## config.mk

```make
export PLATFORM = sky130hd
export DESIGN_NAME = instruction_encoder_loader
export DESIGN_NICKNAME = d
export VERILOG_FILES = /design/src/rtl/cpu_pkg.sv /design/src/rtl/enc_fifo2.sv /design/src/rtl/instruction_encoder_loader.sv
export SDC_FILE = /design/constraint.sdc
export NUM_CORES = 1
export LEC_CHECK = 0
export CAP_MARGIN = 25
export CORE_UTILIZATION = 40
export CTS_BUF_LIST = sky130_fd_sc_hd__clkbuf_4 sky130_fd_sc_hd__clkbuf_8 sky130_fd_sc_hd__clkbuf_16
export CTS_CLUSTER_DIAMETER = 150
export DETAILED_ROUTE_END_ITERATION = 12
export PLACE_DENSITY = 0.67
export SYNTH_ARGS = -nofsm -noshare
export SYNTH_HDL_FRONTEND = slang
export SYNTH_SLANG_ARGS = --single-unit
```

## constraint.sdc

```tcl
create_clock -name clk -period 4.35 [get_ports clk]
set_input_delay 0.87 -clock clk [delete_from_list [all_inputs] [get_ports clk]]
set_output_delay 0.87 -clock clk [all_outputs]
set_load 0.05 [all_outputs]
```

## src/rtl/cpu_pkg.sv

```systemverilog
// Shared CPU definitions used by the instruction encoder/loader and the immediate generator.
// Provides field widths, the R-type opcode set, the I-type classifier and the loader FSM states.
package cpu_pkg;

  localparam int unsigned OPC_W   = 4;
  localparam int unsigned IMM_W   = 8;
  localparam int unsigned INSTR_W = 16;

  // Register-register opcodes; every other opcode carries an 8-bit immediate.
  localparam logic [OPC_W-1:0] OPC_R_A = 4'hA;
  localparam logic [OPC_W-1:0] OPC_R_B = 4'hB;
  localparam logic [OPC_W-1:0] OPC_R_D = 4'hD;
  localparam logic [OPC_W-1:0] OPC_R_F = 4'hF;

  function automatic logic is_itype(input logic [OPC_W-1:0] opcode);
    return !(opcode inside {OPC_R_A, OPC_R_B, OPC_R_D, OPC_R_F});
  endfunction

  typedef enum logic [1:0] {
    StIdle,
    StLoad,
    StDrain,
    StDone
  } load_state_e;

endpackage

```

## src/rtl/enc_fifo2.sv

```systemverilog
// Two-entry FIFO for encoded {address, data} words.
// Ports: clk, reset (async, active-high), push/push_data, pop, head (oldest entry), full, empty.
// Pop on empty is ignored; push on full is accepted only alongside a pop.
module enc_fifo2 #(
  parameter int unsigned W = 24
) (
  input  logic         clk,
  input  logic         reset,
  input  logic         push,
  input  logic [W-1:0] push_data,
  input  logic         pop,
  output logic [W-1:0] head,
  output logic         full,
  output logic         empty
);

  logic [W-1:0] mem_q [2];
  logic         wr_q;
  logic         rd_q;
  logic [1:0]   cnt_q;
  logic         do_push;
  logic         do_pop;

  always_comb begin
    empty   = (cnt_q == 2'd0);
    full    = (cnt_q == 2'd2);
    do_pop  = pop & !empty;
    do_push = push & (!full | do_pop);
    head    = mem_q[rd_q];
  end

  always_ff @(posedge clk or posedge reset) begin
    if (reset) begin
      mem_q[0] <= '0;
      mem_q[1] <= '0;
      wr_q     <= 1'b0;
      rd_q     <= 1'b0;
      cnt_q    <= 2'd0;
    end else begin
      if (do_push) begin
        mem_q[wr_q] <= push_data;
        wr_q        <= ~wr_q;
      end
      if (do_pop) begin
        rd_q <= ~rd_q;
      end
      cnt_q <= cnt_q + {1'b0, do_push} - {1'b0, do_pop};
    end
  end

endmodule

```

## src/rtl/instruction_encoder_loader.sv

```systemverilog
// Encodes decoded instruction fields into 16-bit words and writes them to consecutive
// instruction-memory addresses through a 2-entry FIFO.
// Ports: clk, reset (async, active-high); start/base_addr begin a program load;
// in_valid/in_ready/in_last + opcode/rd/rs/rt/imm form the field stream;
// mem_we/mem_ready/mem_addr/mem_wdata form the memory write port;
// busy, done, err_imm, err_overflow and instr_count report status.
module instruction_encoder_loader
  import cpu_pkg::*;
#(
  parameter int unsigned ADDR_W = 8
) (
  input  logic              clk,
  input  logic              reset,
  input  logic              start,
  input  logic [ADDR_W-1:0] base_addr,
  input  logic              in_valid,
  output logic              in_ready,
  input  logic              in_last,
  input  logic [3:0]        opcode,
  input  logic [3:0]        rd,
  input  logic [3:0]        rs,
  input  logic [3:0]        rt,
  input  logic [15:0]       imm,
  output logic              mem_we,
  input  logic              mem_ready,
  output logic [ADDR_W-1:0] mem_addr,
  output logic [15:0]       mem_wdata,
  output logic              busy,
  output logic              done,
  output logic              err_imm,
  output logic              err_overflow,
  output logic [ADDR_W:0]   instr_count
);

  localparam int unsigned FifoW = ADDR_W + INSTR_W;
  localparam logic [ADDR_W-1:0] LastAddr = '1;

  load_state_e       state_q, state_d;
  logic [ADDR_W-1:0] acc_ptr_q;
  logic              acc_end_q;
  logic              err_imm_q;
  logic              err_overflow_q;
  logic [ADDR_W:0]   instr_count_q;

  logic               itype;
  logic               imm_bad;
  logic [INSTR_W-1:0] enc_word;
  logic               accept;
  logic               pop;
  logic               overflow;
  logic               start_load;
  logic               fifo_full;
  logic               fifo_empty;
  logic [FifoW-1:0]   fifo_head;

  // Encoder: immediate is truncated to 8 bits even when it does not fit.
  always_comb begin
    itype    = is_itype(opcode);
    imm_bad  = itype & (imm[15:8] != {8{imm[7]}});
    enc_word = itype ? {opcode, rd, imm[7:0]} : {opcode, rd, rs, rt};
  end

  always_comb begin
    in_ready   = (state_q == StLoad) & !fifo_full & !acc_end_q;
    accept     = in_valid & in_ready;
    overflow   = (state_q == StLoad) & in_valid & acc_end_q;
    start_load = (state_q == StIdle) & start;
    mem_we     = !fifo_empty;
    pop        = mem_we & mem_ready;
    mem_addr   = fifo_head[FifoW-1 -: ADDR_W];
    mem_wdata  = fifo_head[INSTR_W-1:0];
  end

  enc_fifo2 #(
    .W(FifoW)
  ) u_fifo (
    .clk      (clk),
    .reset    (reset),
    .push     (accept),
    .push_data({acc_ptr_q, enc_word}),
    .pop      (pop),
    .head     (fifo_head),
    .full     (fifo_full),
    .empty    (fifo_empty)
  );

  always_comb begin
    state_d = state_q;
    unique case (state_q)
      StIdle:  if (start) state_d = StLoad;
      StLoad:  if ((accept && in_last) || overflow) state_d = StDrain;
      StDrain: if (fifo_empty) state_d = StDone;
      StDone:  state_d = StIdle;
      default: state_d = StIdle;
    endcase
  end

  always_ff @(posedge clk or posedge reset) begin
    if (reset) begin
      state_q <= StIdle;
    end else begin
      state_q <= state_d;
    end
  end

  always_ff @(posedge clk or posedge reset) begin
    if (reset) begin
      acc_ptr_q      <= '0;
      acc_end_q      <= 1'b0;
      err_imm_q      <= 1'b0;
      err_overflow_q <= 1'b0;
      instr_count_q  <= '0;
    end else if (start_load) begin
      acc_ptr_q      <= base_addr;
      acc_end_q      <= 1'b0;
      err_imm_q      <= 1'b0;
      err_overflow_q <= 1'b0;
      instr_count_q  <= '0;
    end else begin
      if (accept) begin
        // The last address is usable once; after that the pointer stops rather than wrapping.
        if (acc_ptr_q == LastAddr) begin
          acc_end_q <= 1'b1;
        end else begin
          acc_ptr_q <= acc_ptr_q + 1'b1;
        end
        if (imm_bad) err_imm_q <= 1'b1;
      end
      if (overflow) err_overflow_q <= 1'b1;
      if (pop) instr_count_q <= instr_count_q + 1'b1;
    end
  end

  always_comb begin
    busy         = (state_q != StIdle);
    done         = (state_q == StDone);
    err_imm      = err_imm_q;
    err_overflow = err_overflow_q;
    instr_count  = instr_count_q;
  end

endmodule
```

# Word level (Yosys, flattened, before mapping)
# Index checks and enable logic that the tools add are counted.
# W data, S select, Z words.
# totals
register_bits	74
input_bits	46
# op_classes
n_addsub	4
magnitude_cmp	3
n_eq_ne	14
n_mux	24
bitwise	15
reduce_logical	20
# ops
operator	count
$mux W24	4
$bwmux W48	1
$mux W8	4
$demux W24 S1	1
$mux W9	2
$eq A4 B4 Y1 const B	4
$reduce_bool A2 Y1	6
$and A1 B1 Y1	10
$add A9 B1 Y9 const B	1
$add A8 B1 Y8 const B	1
$eq A8 B8 Y1 const B	1
$mux W1	8
$ne A8 B8 Y1	1
$pmux W2 S4	1
$eq A2 B2 Y1 const B	3
$mux W2	3
$ne A2 B2 Y1 const B	3
$reduce_and A2 Y1	3
$ge A2 B2 Y1 const B	2
$logic_not A1 Y1	4
$logic_not A2 Y1	2
$not A1 Y2	2
$reduce_bool A4 Y1	1
$reduce_and A3 Y1	1
9 further kinds	11

# Depth between registers and ports, before layout
# depth
ltp_word	9
depth_mapped	8
depth_no_buf	8

# Cells and area by module
# A second synthesis with hierarchy kept.
# unflattened
hier_cells	290
area_unflattened_um2	3762.4
# by_module_without_submodules
mod	instances	cells_per_inst	area_per_inst_um2
enc_fifo2	1	147	2357.3
instruction_encoder_loader	1	143	1405.1

# Least setup slack after synthesis
# Ideal clock, no wire load.
# synth_timing
kind	register to output
startpoint	register u_fifo.rd_q
endpoint	output port mem_addr[0]
arrival_time_ns	1.391
t_required_ns	3.480
slack_ns	2.089
stages_incl_launch_ff	4
path_buffers	2
path_cell_list	dfrtp_1 -> clkbuf_1 -> buf_1 -> mux2_2
# synth_between
elab_chain_len	4
# synth_rtl
element	line	rtl
start: declaration	enc_fifo2.sv:19	logic rd_q;
start signal: assignment	enc_fifo2.sv:45	rd_q <= ~rd_q;
$not A1 Y2 (implied by the code)	enc_fifo2.sv:29	head = mem_q[rd_q];
$mux W24 (implied by the code) (3 in a row)	enc_fifo2.sv:29	
end: declaration	instruction_encoder_loader.sv:26	output logic [ADDR_W-1:0] mem_addr,
# Every way passes these cells. The select of a mux whose other input is x is not followed.

# Worst setup path after layout
# layout_timing
startpoint	register state_q[1]
endpoint	output port in_ready
# layout_between
elab_chain_len	3
# layout_rtl
element	line	rtl
start: declaration	instruction_encoder_loader.sv:38	load_state_e state_q, state_d;
start signal: assignment	instruction_encoder_loader.sv:100	state_q <= StIdle;
start signal: assignment	instruction_encoder_loader.sv:102	state_q <= state_d;
$eq A2 B1 Y1	instruction_encoder_loader.sv:64	in_ready = (state_q == StLoad) & !fifo_full & !acc_end_q;
$and A1 B1 Y1 (2 in a row)	instruction_encoder_loader.sv:64	
end: declaration	instruction_encoder_loader.sv:17	output logic in_ready,
# Every way passes these cells.

==> metrics list <==
- Grt ovf: 0
- The setup check on the worst reg-to-reg path leaves a slack of 2.10 ns.
* Pint: 2.24 mW
- First-pass iteration count of the detailed router: 4
* Signal arrival time at the worst endpoint: 2.21 ns
- Maximum number of pins on one net before global-route repair: 44
- Count of non-filler cells in the finished layout: 490
* Core Region: 8890 µm²
- After filler insertion, the fill cell instance count of the layout stands at 776.
* H-Tree Level Count: 3
* Mean instance size in the synthesized netlist: 12.8 µm²
- Before CTS, the worst setup slack after placement is 1.49 ns.
* Overall Power: 3.95 mW
* Most used standard cells in the synthesized netlist: 74 x sky130_fd_sc_hd__dfrtp_1, 59 x sky130_fd_sc_hd__mux2_2, 20 x sky130_fd_sc_hd__mux2_4, 19 x sky130_fd_sc_hd__nor2_1, 10 x sky130_fd_sc_hd__nand2_1
- Die height: 98.7 µm
* Type of the worst setup path: register to output pin
* Critical path peak fanout: 4
- Status: completed
* Sequential share of the synthesized area: 49.5%
- Relative contribution of the clock network to total power: 13.2%
- In this run the static leakage power is 2.09 nW.
- The tree built by TritonCTS fans out to 74 sinks.
- The analysis attributes to net switching a power of 1.71 mW.
- The worst hold path belongs to the class register to register.
* Gate count after technology mapping: 293
- After detailed placement, the total cell area comes to 4660 µm².
- Clock tree synthesis inserted a total of 9 buffers.
* Area taken by multi-input logic gates: 1780 µm²
* Number of max-cap violations: 0
* Sequential cell area: 1850 µm²
- Largest cells by area after synthesis: sky130_fd_sc_hd__dfrtp_1 50%, sky130_fd_sc_hd__mux2_2 18%, sky130_fd_sc_hd__mux2_4 8.0%
- The worst hold path begins at u_fifo.rd_q$_DFFE_PP0P_.
- sky130_fd_sc_hd__dfrtp_1 takes more of the synthesized area than any other cell.
* Max VDD drop: 0.307 mV
- TritonCTS built the clock tree.
- STA classifies the critical path startpoint as a register.
- Buffers added to address setup during post-CTS repair amount to 0.
* Unique cell type count in the Yosys netlist: 45
- The first global-routing pass estimated 13.2 mm of wire.
- Across all setup checks in the final design, the least slack found is 1.27 ns.
* Hold-fix buffers at CTS: 0
- Final period demand of the worst path: 3.08 ns
* Most frequently used cell type in the post-synthesis netlist: sky130_fd_sc_hd__dfrtp_1
- After floorplanning, the core was divided into 34 placement rows.
- Area growth from synthesis to layout: 29.8%
- For the worst setup path, the data required time is 3.48 ns.
* Effective utilization at floorplan: 42.1%
- Switching fraction of total power: 43.3%
- After detailed routing, the average wire length per cell comes to 15.2 µm.
- Clock Root Buffer: sky130_fd_sc_hd__clkbuf_8
- Routability congestion estimate: 0.822
- Pwr dens: 813 nW/µm²
* Endpoint of the worst register-to-register path: u_fifo.mem_q[36]$_DFFE_PP0P_
- The repair_antennas step left the layout with diodes totalling 0.
- Initial antenna violation count: 0
- Setup clock skew after layout: 0.0117 ns
* Max Fclk: 325 MHz
* Via count of the first global-routing pass: 2755
- Measured in cells, the most critical reg-to-reg path has a length of 6.
- Summing every instance area after synthesis gives 3740 µm².
- After clock tree synthesis, the clock-pin slew on the worst setup and hold paths is 0.07 ns.
* Share of total power in sequential cells: 31.1%
* Final Setup Violations: 0
* Worst setup endpoint: in_ready
* Final number of max-transition violations: 0
- Counting every net in the synthesized netlist gives 348.
* Layout Nets: 433
- Worst hold slack after final layout: 0.475 ns
* Die Width: 98.7 µm
- After detailed routing, the number of remaining DRC violations is 0.
- The clock reaches the later pin of the worst-skew pair after 0.35 ns.
* Warning count from the yosys run: 0
* Number of register bits inferred by synthesis: 74
- Post-route ant nets: 0
- HPWL after detailed placement: 5.19 mm
- In this run the worst setup path begins at state_q[1]$_DFFE_PP0P_.
* Drt first-iter violations: 61
- Start of the worst register-to-register path: state_q[1]$_DFFE_PP0P_
- Total Routed Length: 7.47 mm
- Across all layers, the routed design uses 2533 vias.
- Summed over its instances, the top area cell type makes up 49.5% of the synthesized netlist area.
* Post-route core utilization: 54.6%
- I/O pin total: 85
* Fraction of power consumed by combinational cells: 55.7%
- Async S/R FF share, synth: 100%
* Total GRT Usage: 17.3%
- Number of buffers added on ports: 84
* Most instantiated flip-flop cell in the synthesis netlist: sky130_fd_sc_hd__dfrtp_1
* Max_slew headroom: 30.6%
* Hold Fails Final Rpt: 0
- Dividing the final minimum period by the clock period gives 70.7%.
- Share of layout cells above drive strength 1: 27.7%
- Area of the die: 9740 µm²
- Worst-case clock buffer depth: 2
* Slew at the pin with the worst max-slew slack: 1.03 ns
* Final standard cell area without fillers: 4850 µm²
* RSZ-0062 raised after global routing: false
- Instance count after placement with tap cells included: 475
- STA classifies the critical path endpoint as an output pin.
- Using the TritonRoute via totals, the vias-per-cell ratio works out to 5.17.
- Number of enable flip-flop cells after synthesis: 0
- Count of instances resized after the clock tree is built: 0
- Sum of negative setup slack: 0 ns
final cells by class:
class,count,share of cell area (%)
flip-flops and latches,74,38.2
multi-input cells,198,36.7
repair buffers,86,17.6
inverters,9,0.748
clock buffers,10,2.84
well taps,108,2.78
clock inverters,5,1.13
power groups by stage:
stage | clock [mW] | combinational [mW] | sequential [mW]
after floorplan | 0 | 1.60 | 1.25
final | 0.519 | 2.20 | 1.23
after global routing | 0.568 | 2.35 | 1.28
after global placement | 0 | 2.19 | 1.23
after CTS | 0.537 | 2.23 | 1.23
after detailed placement | 0 | 2.22 | 1.24
critical path, cell delays in order, from the launching register on:
cell	delay [ns]
sky130_fd_sc_hd__dfrtp_1	0.41
sky130_fd_sc_hd__inv_1	0.11
sky130_fd_sc_hd__ha_1	0.20
sky130_fd_sc_hd__and2b_2	0.21
sky130_fd_sc_hd__and2_1	0.14
sky130_fd_sc_hd__clkdlybuf4s50_1	0.80
registers in the layout, summed over array words and instances, names as in the netlist:
name          count
u_fifo.mem_q     48
u_fifo.wr_q       1
instr_count       9
acc_end_q         1
state_q           2
acc_ptr_q         8
u_fifo.rd_q       1
err_imm           1
u_fifo.cnt_q      2
err_overflow      1
routing by layer:
layer | wire (µm) | vias to the layer above | part of all wire (%) | track usage, %
met4 | 65 | 0 | 0.87 | 4.48
li1 | - | 1219 | - | -
met5 | 0 | - | 0 | 0
met1 | 3570 | 1236 | 48 | 22.1
met3 | 429 | 7 | 5.7 | 5.53
met2 | 3400 | 71 | 46 | 28.5
layout by cell type, fill, tap and decap left out, types with 3 or more instances in the layout:
cell and instances:
sky130_fd_sc_hd__mux2_1 3, sky130_fd_sc_hd__and3_1 3, sky130_fd_sc_hd__mux2_2 59, sky130_fd_sc_hd__nor2_1 19, sky130_fd_sc_hd__o31ai_1 5, sky130_fd_sc_hd__a21oi_1 3, sky130_fd_sc_hd__clkbuf_8 10, sky130_fd_sc_hd__mux2_4 20
sky130_fd_sc_hd__nor3_1 4, sky130_fd_sc_hd__or3_1 4, sky130_fd_sc_hd__xnor2_1 6, sky130_fd_sc_hd__ha_1 9, sky130_fd_sc_hd__clkdlybuf4s50_1 84, sky130_fd_sc_hd__nand2_1 10, sky130_fd_sc_hd__xor2_1 5, sky130_fd_sc_hd__nand3_1 8
sky130_fd_sc_hd__nand4_1 3, sky130_fd_sc_hd__o21ai_0 4, sky130_fd_sc_hd__inv_1 7, sky130_fd_sc_hd__dfrtp_1 74, sky130_fd_sc_hd__or4_1 3, sky130_fd_sc_hd__a31oi_1 6, sky130_fd_sc_hd__nor4_1 3
worst min-delay path by stage:
stage                              endpoint  slack [ns]  depth (start not counted)
3_3_place_gp        u_fifo.rd_q$_DFFE_PP0P_        0.46                          1
2_1_floorplan  u_fifo.mem_q[39]$_DFFE_PP0P_        0.45                          1
4_1_cts             u_fifo.rd_q$_DFFE_PP0P_        0.48                          1
5_1_grt             u_fifo.rd_q$_DFFE_PP0P_        0.49                          1
3_5_place_dp        u_fifo.rd_q$_DFFE_PP0P_        0.47                          1
6_report            u_fifo.rd_q$_DFFE_PP0P_        0.48                          1
cell families (layout without fill, tap and decap cells):
kind of cell	after synthesis	in the layout	share of synthesized area (%)
mux	84	84	27.2
flops	74	74	49.5
simple gates	68	68	9.97
compound gates	26	26	4.85
buf+inv	21	110	2.84
xor+xnor	11	11	2.58
fa+ha+maj	9	9	3.01
Note: power is estimated with default switching activity, not from simulation.
